### src/rtl/multi_dispatcher.sv
// Dispatches the head-of-queue ticket to one free, open service counter per grant,
// using fixed-priority or round-robin arbitration. Optional grant counter: DISPATCH_STATS_EN.
module multi_dispatcher #(
  parameter int NUM_W   = 4,
  parameter int TIME_W  = 4,
  parameter int NUM_CNT = 3,
  parameter int RR_MODE = 0
) (
  input  logic                      clk,
  input  logic                      rst,
  input  logic                      empty,
  input  logic [NUM_W-1:0]          qn_in,
  input  logic [TIME_W-1:0]         qt_in,
  input  logic [NUM_CNT-1:0]        busy_in,
  input  logic [NUM_CNT-1:0]        open_in,
  output logic                      re_out,
  output logic [NUM_CNT-1:0]        ld_out,
  output logic [NUM_CNT*NUM_W-1:0]  dn_out,
  output logic [NUM_CNT*TIME_W-1:0] dt_out
`ifdef DISPATCH_STATS_EN
  ,
  output logic [15:0]               grant_cnt
`endif
);

  localparam int IDX_W = (NUM_CNT > 1) ? $clog2(NUM_CNT) : 1;

  typedef enum logic {
    IDLE = 1'b0,
    HOLD = 1'b1
  } state_t;

  state_t                    state, state_nxt;
  logic [IDX_W-1:0]          last_idx;
  logic [IDX_W-1:0]          grant_idx;
  logic                      grant_vld;
  logic [NUM_CNT-1:0]        eligible;
  logic [NUM_CNT-1:0]        ld_nxt;
  logic [NUM_CNT*NUM_W-1:0]  dn_nxt;
  logic [NUM_CNT*TIME_W-1:0] dt_nxt;

  assign eligible = ~busy_in & open_in;

  // NOTE: every signal written here gets a default before any branch, so no
  // path can leave a value unassigned and infer a latch.
  always_comb begin
    logic [IDX_W:0] cand;
    cand      = '0;
    state_nxt = state;
    grant_vld = 1'b0;
    grant_idx = '0;
    unique case (state)
      IDLE: begin
        if (!empty) begin
          // Scan NUM_CNT candidates starting at 0 (fixed) or last+1 (round-robin).
          for (int i = 0; i < NUM_CNT; i++) begin
            cand = (IDX_W+1)'(i);
            if (RR_MODE != 0)
              cand = cand + {1'b0, last_idx} + (IDX_W+1)'(1);
            if (cand >= (IDX_W+1)'(NUM_CNT))
              cand = cand - (IDX_W+1)'(NUM_CNT);
            if (!grant_vld && eligible[cand[IDX_W-1:0]]) begin
              grant_vld = 1'b1;
              grant_idx = cand[IDX_W-1:0];
            end
          end
        end
        if (grant_vld)
          state_nxt = HOLD;
      end
      HOLD:    state_nxt = IDLE;
      default: state_nxt = IDLE;
    endcase
  end

  always_comb begin
    ld_nxt = '0;
    dn_nxt = '0;
    dt_nxt = '0;
    if (grant_vld) begin
      ld_nxt[grant_idx]                   = 1'b1;
      dn_nxt[grant_idx*NUM_W +: NUM_W]    = qn_in;
      dt_nxt[grant_idx*TIME_W +: TIME_W]  = qt_in;
    end
  end

  // NOTE: sequential state uses non-blocking assignments so every register
  // samples pre-edge values regardless of statement order.
  always_ff @(posedge clk or posedge rst) begin
    if (rst) begin
      state    <= IDLE;
      last_idx <= IDX_W'(NUM_CNT - 1);
    end else begin
      state <= state_nxt;
      if (grant_vld)
        last_idx <= grant_idx;
    end
  end

  // Outputs are registered, so a grant decided at edge N is visible for exactly
  // the cycle after it; the HOLD cycle that follows clears them.
  always_ff @(posedge clk or posedge rst) begin
    if (rst) begin
      re_out <= 1'b0;
      ld_out <= '0;
      dn_out <= '0;
      dt_out <= '0;
    end else begin
      re_out <= grant_vld;
      ld_out <= ld_nxt;
      dn_out <= dn_nxt;
      dt_out <= dt_nxt;
    end
  end

`ifdef DISPATCH_STATS_EN
  always_ff @(posedge clk or posedge rst) begin
    if (rst)
      grant_cnt <= '0;
    else if (grant_vld && grant_cnt != 16'hFFFF)
      grant_cnt <= grant_cnt + 16'd1;
  end
`endif

endmodule

### config.mk
export PLATFORM = sky130hd
export DESIGN_NAME = multi_dispatcher
export DESIGN_NICKNAME = d
export VERILOG_FILES = /design/src/rtl/multi_dispatcher.sv
export SDC_FILE = /design/constraint.sdc
export NUM_CORES = 1
export LEC_CHECK = 0
export ABC_AREA = 1
export CAP_MARGIN = 20
export CORE_MARGIN = 2
export CORE_UTILIZATION = 43
export DETAILED_ROUTE_END_ITERATION = 8
export HOLD_SLACK_MARGIN = 0.1
export PLACE_DENSITY = 0.88
export SLEW_MARGIN = 20
export SYNTH_ARGS = -nofsm -noshare
export SYNTH_HDL_FRONTEND = slang
export SYNTH_SLANG_ARGS = --single-unit
### constraint.sdc
create_clock -name clk -period 2 [get_ports clk]
set_input_delay 0.4 -clock clk [delete_from_list [all_inputs] [get_ports clk]]
set_output_delay 0.4 -clock clk [all_outputs]
set_load 0.01 [all_outputs]
==> impl_metrics.py, run 1 <==
metrics = {
    "status": {
        "outcome": "finished clean",
    },
    "clock_tree": {
        "tritoncts": "done",
        "clock_path_buffers": 2,
        "cts-hold-fix-buffers": 0,
        "post_cts_resized": 0,
        "cts_sinks": 28,
        "cts_setup_buffers": 0,
        "htree_num_levels": 1,
        "cts.root.buffer_cell": "sky130_fd_sc_hd__clkbuf_4",
        "cts_made_buffers": 3,
        "clk_pin_slew_worst_paths_ps": 140,
        "worst_skew_pair.late_latency_ps": 330,
    },
    "drt": {
        "detail-route-antenna-nets": 0,
        "wl_per_cell_microns": 11.6,
        "drt_via_density": 4.70,
        "vias": 1052,
        "drcViolationCount": 0,
        "routed_wirelength_microns": 2600,
        "drt-pass1-iter-count": 4,
        "first_iter_violations": 24,
    },
    "final_layout": {
        "layout_filler_cell_count": 212,
        "most_common_library_cell_in_the_layout_ignoring_fill_and_taps": "sky130_fd_sc_hd__clkdlybuf4s50_1",
        "layout_common_cells": "sky130_fd_sc_hd__clkdlybuf4s50_1 (44), sky130_fd_sc_hd__nor2_1 (40), sky130_fd_sc_hd__dfrtp_1 (28)",
        "antenna_cells_inserted": 0,
        "areaGrowthSynthToFinish_pct": 46.9,
        "fin_util_pct": 65.4,
        "multi_input_combinational_cell_area_sq_um": 425,
        "layout_cells_sized_above_1_pct": 13.0,
        "final_standard_cell_count_with_taps_included_and_fillers_excluded": 224,
        "design_area_sq_um": 1790,
        "regArea_sq_um": 701,
        "nets": 216,
    },
    "sta": {
        "ratio_of_final_minimum_period_to_clock_period_pct": 91.4,
        "slew_headroom_pct": 73.8,
        "worst-slew-pin-transition_ps": 393,
        "final-setup-viol-count": 0,
        "final_hold_viol_count": 0,
        "fin_setup_tns_ps": 0,
        "timing.final.max_slew_violations": 0,
        "final.hold.worst_slack_ps": 416,
        "grt_setup_unrepaired": "yes",
        "achievable-frequency_ghz": 0.547,
        "finalCriticalPeriod_ps": 1830,
        "final.setup_skew_ps": 8.47,
    },
    "power": {
        "vdd_ir_drop_max_mv": 0.378,
        "power-per-cell-area_nw_per_um2": 545,
        "total_leakage_power_nw": 0.883,
    },
    "critical_path": {
        "crit-reg2reg-launch": "re_out$_DFF_PP0_",
        "critical_register_to_register_path_endpoint": "dn_out[1]$_DFF_PP0_",
        "critical_path_at_ps": 2090,
        "timing.critical_path.fanout_max": 8,
        "critPathRequiredTime_ps": 2260,
        "cpMostUsedCell": "sky130_fd_sc_hd__nor2_1",
        "timing.reg2reg.worst_path_depth": 10,
        "cp_num_buf_inv": 3,
        "crit_chain": "clkdlybuf4s50_1, nor2_4, nand3_1, nor2_1, inv_1, ha_1, inv_1, nand2_2, nor2_1, nand2_1, nor2_1",
        "cpLargestDelayFamily": "simple AND/OR/NAND/NOR gates",
        "crit_path_end_kind": "flip-flop",
        "rrSetupSlack_ps": 280,
        "critPathMaxStageDelay_ps": 440,
        "crit_type": "input pin to flip-flop",
        "crit_path_start_kind": "input pin",
        "crit_slowest_cell": "sky130_fd_sc_hd__clkdlybuf4s50_1",
    },
    "place": {
        "placed_cells": 221,
        "postPlaceCellArea_sq_um": 1750,
        "place.detailed.hpwl_microns": 2080,
        "buffer_ports.inserted": 44,
        "globalplace.congestion": 0.858,
    },
    "synth": {
        "yosys_warnings": 0,
        "synth_top_area_share_pct": 57.6,
        "netlist_instances": 139,
        "synth_top_area_cell": "sky130_fd_sc_hd__dfrtp_1",
        "syn-cell-area_sq_um": 1220,
        "synth.avg_cell_area_sq_um": 8.76,
        "synth-seq-area-share_pct": 57.6,
        "netlist_top_cells_area": "sky130_fd_sc_hd__dfrtp_1 (58%), sky130_fd_sc_hd__nor2_1 (14%), sky130_fd_sc_hd__inv_1 (6.5%)",
        "synth.lib_cells_used.distinct": 14,
        "post_synthesis_register_bit_count": 28,
        "synth.net_count": 160,
    },
    "floorplan": {
        "rows": 19,
        "initial_utilization_pct": 44.5,
        "design.die.area_sq_um": 3270,
        "die-height_microns": 57.2,
        "coreArea_sq_um": 2730,
        "width_of_the_die_microns": 57.2,
        "number_of_i_o_pins": 45,
    },
    "global_route": {
        "grt_resource_usage_total_pct": 17.2,
        "grt_pass1_vias": 1038,
        "pin_count_of_the_biggest_net_entering_global_routing": 29,
        "grt_remaining_overflow": 0,
        "antenna_found_initial": 0,
        "wire_length_of_the_first_global_routing_pass_microns": 4330,
    },
    "job": {
        "cap_viol_max_count": 0,
    },
    "hold_path": {
        "worstHoldPathType": "input pin to asynchronous set/reset pin",
    },
}
## routing by layer
metal,track usage [%],routed length [microns]
met5,0,0
met2,32.7,1500
met1,18.3,923
met4,9.97,46
met3,1.59,131
## flip-flops by register name, summed over array words and instances, names as in the netlist
signal  count
dn_out     12
dt_out     12
ld_out      3
re_out      1
## per-stage QoR
step / setup WS [ps] / power [mW]
after global placement: -148 / 0.751
final: 171 / 0.974
after CTS: 112 / 0.973
after global routing: -8.52 / 1.01
after floorplan: 306 / 0.674
after detailed placement: -212 / 0.757
## synth_stat cells, drive strengths merged
| cell type | instances |
|---|---|
| nand3 | 14 |
| inv | 22 |
| buf | 3 |
| ha | 4 |
| dfrtp | 28 |
| nor2 | 46 |
| nand2 | 22 |
## worst max-delay path by stage
stage	endpoint	cells past startpoint	startpoint	slack, ps
2_1_floorplan	dn_out[10]$_DFF_PP0_	8	re_out$_DFF_PP0_	310
3_3_place_gp	dt_out[8]$_DFF_PP0_	10	empty	-150
5_1_grt	dn_out[3]$_DFF_PP0_	12	busy_in[1]	-9
6_report	dn_out[1]$_DFF_PP0_	11	empty	170
3_5_place_dp	dn_out[6]$_DFF_PP0_	10	empty	-210
4_1_cts	dn_out[11]$_DFF_PP0_	10	empty	110
## cells by family after synthesis
kind of cell	synth area share, %
AND/OR/NAND/NOR	29.2
adder cells (fa/ha/maj)	4.11
buffers and inverters	9.15
flip-flops	57.6
## power breakdown
group	switching, mW	internal, mW
clock network	0.154	0.0709
logic	0.0862	0.0805
registers	0.00455	0.578
## worst min-delay path, stage by stage
cell	delay (ps)
sky130_fd_sc_hd__clkdlybuf4s50_1	400
sky130_fd_sc_hd__inv_1	60
sky130_fd_sc_hd__buf_4	320
## cell type report
cell class / count / share of cell area, %
well taps: 31 / 2.17
clock buffers: 3 / 1.26
inverters: 22 / 4.76
flip-flops and latches: 28 / 39.2
multi-input cells: 86 / 23.8
repair buffers: 54 / 28.8
Note: power is estimated with default switching activity, not from simulation.
==> run 2: changes to the inputs <==
- PLACE_DENSITY: 0.88 -> not set
- PLACE_DENSITY_LB_ADDON: not set -> 0.08
==> impl_metrics.py, run 2 (same netlist as run 1, synthesis figures left out) <==
metrics = {
    "status": {
        "outcome": "finished clean",
    },
    "final_layout": {
        "layout_filler_cell_count": 240,
        "layout_cells_sized_above_1_pct": 12.4,
        "antenna_cells_inserted": 0,
        "nets": 216,
        "most_common_library_cell_in_the_layout_ignoring_fill_and_taps": "sky130_fd_sc_hd__clkdlybuf4s50_1",
        "reg.largest.list": "dn_out x12, dt_out x12, ld_out x3",
        "design_area_sq_um": 1810,
        "layout_common_cells": "sky130_fd_sc_hd__clkdlybuf4s50_1 (44), sky130_fd_sc_hd__nor2_1 (42), sky130_fd_sc_hd__dfrtp_1 (28)",
        "areaGrowthSynthToFinish_pct": 48.5,
    },
    "critical_path": {
        "crit_type": "input pin to flip-flop",
        "timing.critical_path.fanout_max": 8,
        "critical_path_at_ps": 2130,
        "critPathRequiredTime_ps": 2260,
        "timing.critical_path.from": "busy_in[1]",
        "crit-reg2reg-launch": "re_out$_DFF_PP0_",
        "crit_path_end_kind": "flip-flop",
        "crit_path_start_kind": "input pin",
    },
    "place": {
        "place.detailed.hpwl_microns": 1920,
        "globalplace.congestion": 0.892,
        "buffer_ports.inserted": 44,
        "postPlaceCellArea_sq_um": 1750,
    },
    "sta": {
        "timing.final.max_slew_violations": 0,
        "final_hold_viol_count": 0,
        "worst-slew-pin-transition_ps": 338,
        "achievable-frequency_ghz": 0.536,
        "finalCriticalPeriod_ps": 1870,
        "final.setup_skew_ps": 8.67,
        "slew_headroom_pct": 77.4,
        "final-setup-viol-count": 0,
        "fin_setup_tns_ps": 0,
        "ratio_of_final_minimum_period_to_clock_period_pct": 93.3,
    },
    "global_route": {
        "wire_length_of_the_first_global_routing_pass_microns": 4320,
        "pin_count_of_the_biggest_net_entering_global_routing": 29,
        "grt_resource_usage_total_pct": 17.0,
        "antenna_found_initial": 0,
        "grt_pass1_vias": 1075,
        "grt_remaining_overflow": 0,
    },
    "clock_tree": {
        "cts.root.buffer_cell": "sky130_fd_sc_hd__clkbuf_4",
        "htree_num_levels": 1,
        "clock_path_buffers": 2,
        "cts_sinks": 28,
        "clk_pin_slew_worst_paths_ps": 150,
        "cts_made_buffers": 3,
        "worst_skew_pair.late_latency_ps": 320,
        "cts_setup_buffers": 0,
        "tritoncts": "done",
    },
    "drt": {
        "detail-route-antenna-nets": 0,
        "drcViolationCount": 0,
        "met3WireLength_microns": 126,
        "met1_length_microns": 968,
        "route.top_layer_used": "met4",
        "wl_per_cell_microns": 10.9,
        "routed_wirelength_microns": 2440,
        "first_iter_violations": 15,
        "vias": 1046,
        "drt_via_density": 4.65,
        "wire_length_on_met2_microns": 1310,
        "drt-pass1-iter-count": 6,
    },
    "power": {
        "total_leakage_power_nw": 0.885,
        "vdd_ir_drop_max_mv": 0.595,
        "power-per-cell-area_nw_per_um2": 613,
    },
    "floorplan": {
        "width_of_the_die_microns": 57.2,
        "rows": 19,
        "die-height_microns": 57.2,
        "coreArea_sq_um": 2730,
        "number_of_i_o_pins": 45,
        "initial_utilization_pct": 44.5,
        "design.die.area_sq_um": 3270,
    },
    "hold_path": {
        "worstHoldPathType": "input pin to asynchronous set/reset pin",
    },
    "job": {
        "cap_viol_max_count": 0,
    },
}
-- run 2: where the power goes --
group,switching (mW),total [mW],internal (mW),leakage [nW]
Sequential,0.00416,0.582,0.578,0.387
Clock,0.159,0.362,0.203,0.0279
Combinational,0.0843,0.165,0.0803,0.470
Total,0.248,1.11,0.861,0.885
-- run 2: worst max-delay path: stages --
cell and delay, ps:
sky130_fd_sc_hd__clkdlybuf4s50_1 490, sky130_fd_sc_hd__inv_1 50, sky130_fd_sc_hd__nand2_1 70, sky130_fd_sc_hd__nand2_1 50, sky130_fd_sc_hd__nor2_1 140, sky130_fd_sc_hd__inv_1 100
sky130_fd_sc_hd__ha_1 320, sky130_fd_sc_hd__nand2_2 130, sky130_fd_sc_hd__nor2_1 190, sky130_fd_sc_hd__nand3_2 90, sky130_fd_sc_hd__nor2_1 100
-- run 2: routing by layer --
metal | vias to the layer above | track usage, %
met4 | 0 | 6.98
met3 | 4 | 3.63
met2 | 27 | 32.0
met5 | - | 0
met1 | 494 | 18.3
li1 | 521 | -
-- run 2: timing repair --
| action | in CTS | in global routing |
|---|---|---|
| hold buffers | 0 | 0 |
| setup endpoints to repair | 0 | 17 |
| resized for setup | 0 | 4 |
-- run 2: stage by stage --
step	hold WS, ps	utilization, %	power, mW	std cells	setup WS (ps)
2_1_floorplan	465	-	0.674	139	306
3_3_place_gp	746	63.8	0.754	221	-162
3_5_place_dp	751	63.8	0.756	221	-248
4_1_cts	422	65.8	1.12	225	95.3
5_1_grt	478	66.1	1.16	225	-21.5
6_report	421	66.1	1.11	225	134
-- run 2: path summary, 6_finish.rpt --
| check | slack, ps | cells after the start | end |
|---|---|---|---|
| hold / removal | 420 | 3 | dt_out[7]$_DFF_PP0_ |
| min in group clk | 720 | 5 | dt_out[1]$_DFF_PP0_ |
| hold reg to reg | 760 | 4 | ld_out[1]$_DFF_PP0_ |
| setup / recovery | 130 | 11 | dn_out[10]$_DFF_PP0_ |
| max in group asynchronous | 1330 | 3 | dn_out[5]$_DFF_PP0_ |
| setup reg to reg | 280 | 9 | dn_out[10]$_DFF_PP0_ |
-- run 2: layout make-up --
type	instances	area, sq um	share of cell area, %
inverter	22	85.1	4.71
clock inverter	1	30.0	1.66
tap	31	38.8	2.15
clock buffer	3	22.5	1.25
timing repair buffer	54	515	28.5
multi-input combinational	86	415	23.0
sequential	28	701	38.8
==> run 3: changes to the inputs <==
- CORE_UTILIZATION: 43 -> 39
- clock period: 2 -> 1.55 ns (I/O delays scaled with it)
==> impl_metrics.py, run 3 (same netlist as run 1, synthesis figures left out) <==
metrics = {
    "critical_path": {
        "crit_path_end_kind": "flip-flop",
        "crit_chain": "clkdlybuf4s50_1, inv_1, nand2_1, nand2_2, nor2_4, inv_2, ha_4, nand2_8, nor2_4, nand3_2, nor2_2",
        "critPathMaxStageDelay_ps": 490,
        "cpLargestDelayFamily": "simple AND/OR/NAND/NOR gates",
        "cpMostUsedCell": "sky130_fd_sc_hd__nor2_4",
        "timing.critical_path.fanout_max": 8,
        "crit_path_start_kind": "input pin",
        "crit-reg2reg-launch": "re_out$_DFF_PP0_",
        "crit_type": "input pin to flip-flop",
        "cp_num_buf_inv": 3,
        "critical_path_at_ps": 1880,
        "crit_slowest_cell": "sky130_fd_sc_hd__clkdlybuf4s50_1",
        "critPathRequiredTime_ps": 1810,
        "timing.critical_path.from": "busy_in[1]",
    },
    "clock_tree": {
        "cts.root.buffer_cell": "sky130_fd_sc_hd__clkbuf_4",
        "cts_sinks": 28,
        "clock_path_buffers": 2,
        "worst_skew_pair.late_latency_ps": 320,
        "cts-hold-fix-buffers": 0,
        "htree_num_levels": 1,
        "cts_made_buffers": 3,
        "tritoncts": "done",
        "clk_pin_slew_worst_paths_ps": 140,
    },
    "drt": {
        "first_iter_violations": 13,
        "drt_via_density": 4.64,
        "detail-route-antenna-nets": 0,
        "drcViolationCount": 0,
        "drt-pass1-iter-count": 4,
        "routed_wirelength_microns": 2710,
        "wl_per_cell_microns": 11.7,
        "vias": 1072,
    },
    "sta": {
        "final_hold_viol_count": 0,
        "achievable-frequency_ghz": 0.617,
        "timing.final.max_slew_violations": 0,
        "ratio_of_final_minimum_period_to_clock_period_pct": 105,
        "slew_headroom_pct": 77.4,
        "grt_setup_unrepaired": "yes",
        "final.setup_skew_ps": 2.15,
        "fin_setup_tns_ps": -1100,
        "fin_ws_ps": -71.7,
        "worst-slew-pin-transition_ps": 339,
        "final-setup-viol-count": 24,
        "finalCriticalPeriod_ps": 1620,
    },
    "power": {
        "p_sw_mw": 0.335,
        "total_leakage_power_nw": 1.25,
        "vdd_ir_drop_max_mv": 0.313,
        "swShare_pct": 25.0,
        "power-per-cell-area_nw_per_um2": 668,
        "clockPowerShare_pct": 25.3,
        "combinationalPowerShare_pct": 18.7,
        "seq_power_share_pct": 56.0,
        "p_int_mw": 1.00,
    },
    "floorplan": {
        "rows": 20,
        "width_of_the_die_microns": 59.9,
        "number_of_i_o_pins": 45,
        "initial_utilization_pct": 40.5,
        "die-height_microns": 59.9,
        "design.die.area_sq_um": 3580,
        "coreArea_sq_um": 3000,
    },
    "final_layout": {
        "layout_cells_sized_above_1_pct": 27.8,
        "most_common_library_cell_in_the_layout_ignoring_fill_and_taps": "sky130_fd_sc_hd__dfrtp_1",
        "nets": 220,
        "design_area_sq_um": 2000,
        "layout_common_cells": "sky130_fd_sc_hd__dfrtp_1 (28), sky130_fd_sc_hd__nor2_1 (26), sky130_fd_sc_hd__clkdlybuf4s50_1 (22)",
        "reg.largest.list": "dn_out x12, dt_out x12, ld_out x3",
        "areaGrowthSynthToFinish_pct": 64.5,
        "antenna_cells_inserted": 0,
        "layout_filler_cell_count": 252,
    },
    "place": {
        "postPlaceCellArea_sq_um": 1810,
        "buffer_ports.inserted": 44,
        "preCtsSetupSlack_ps": -512,
        "place.detailed.hpwl_microns": 2020,
        "globalplace.congestion": 0.783,
    },
    "global_route": {
        "pin_count_of_the_biggest_net_entering_global_routing": 29,
        "grt_resource_usage_total_pct": 15.6,
        "grt_pass1_vias": 974,
        "antenna_found_initial": 0,
        "wire_length_of_the_first_global_routing_pass_microns": 4190,
        "grt_remaining_overflow": 0,
    },
    "hold_path": {
        "worstHoldPathType": "input pin to asynchronous set/reset pin",
    },
    "status": {
        "failed_checks": "negative setup slack",
        "outcome": "finished, violations left",
    },
    "job": {
        "cap_viol_max_count": 0,
    },
}
-- run 3: changes by cell type in the layout (fill, tap and decap cells not counted), moves of 4 or more --
cell,delta
sky130_fd_sc_hd__nor2_2,+11
sky130_fd_sc_hd__nor2_4,+5
sky130_fd_sc_hd__dlymetal6s2s_1,+19
sky130_fd_sc_hd__clkdlybuf4s50_1,-22
sky130_fd_sc_hd__inv_1,-4
sky130_fd_sc_hd__nor2_1,-16
-- run 3: metal layers --
| metal | share of wire, % | GRT usage [%] | vias to the layer above |
|---|---|---|---|
| li1 | - | - | 528 |
| met1 | 38 | 17.0 | 508 |
| met2 | 57 | 30.1 | 32 |
| met3 | 3.8 | 1.30 | 4 |
| met4 | 1.1 | 6.67 | 0 |
| met5 | 0 | 0 | - |
-- run 3: area by class of cell --
type | count | area (sq um) | area share (%)
clock buffer | 4 | 36.3 | 1.81
inverter | 22 | 87.6 | 4.37
multi-input combinational | 86 | 544 | 27.2
sequential | 28 | 701 | 35.0
tap | 33 | 41.3 | 2.06
timing repair buffer | 58 | 593 | 29.6
-- run 3: power groups by stage --
| stage | Sequential (mW) | Clock [mW] | Combinational (mW) |
|---|---|---|---|
| 6_report | 0.750 | 0.339 | 0.250 |
| 3_5_place_dp | 0.764 | 0 | 0.224 |
| 5_1_grt | 0.752 | 0.386 | 0.273 |
| 3_3_place_gp | 0.764 | 0 | 0.221 |
| 4_1_cts | 0.750 | 0.351 | 0.239 |
| 2_1_floorplan | 0.773 | 0 | 0.106 |
-- run 3: final timing paths --
kind / cells after the start / end / slack (ps)
max in group asynchronous: 3 / dn_out[1]$_DFF_PP0_ / 960
worst max-delay path: 11 / dn_out[10]$_DFF_PP0_ / -70
worst min register to register: 4 / ld_out[1]$_DFF_PP0_ / 720
min in group clk: 5 / ld_out[1]$_DFF_PP0_ / 550
worst min-delay path: 3 / dn_out[9]$_DFF_PP0_ / 340
worst max register to register: 9 / dn_out[10]$_DFF_PP0_ / -50
-- run 3: through the flow --
step,std cells,hold slack [ps],utilization (%),power [mW]
floorplan,139,375,-,0.880
global placement,225,690,60.4,0.985
detailed placement,225,699,60.4,0.988
CTS,230,346,63.3,1.34
global route,231,347,66.7,1.41
finish,231,336,66.7,1.34
-- run 3: repair_timing --
action / CTS / global route
setup buffers: 1 / 1
pin swaps: 12 / 7
setup endpoints to repair: 26 / 43
gates resized for setup: 16 / 33
cloned: 0 / 0
-- run 3: worst min-delay path: cells and delay by family --
family / cells / cell delay, ps
buffers and inverters: 3 / 770
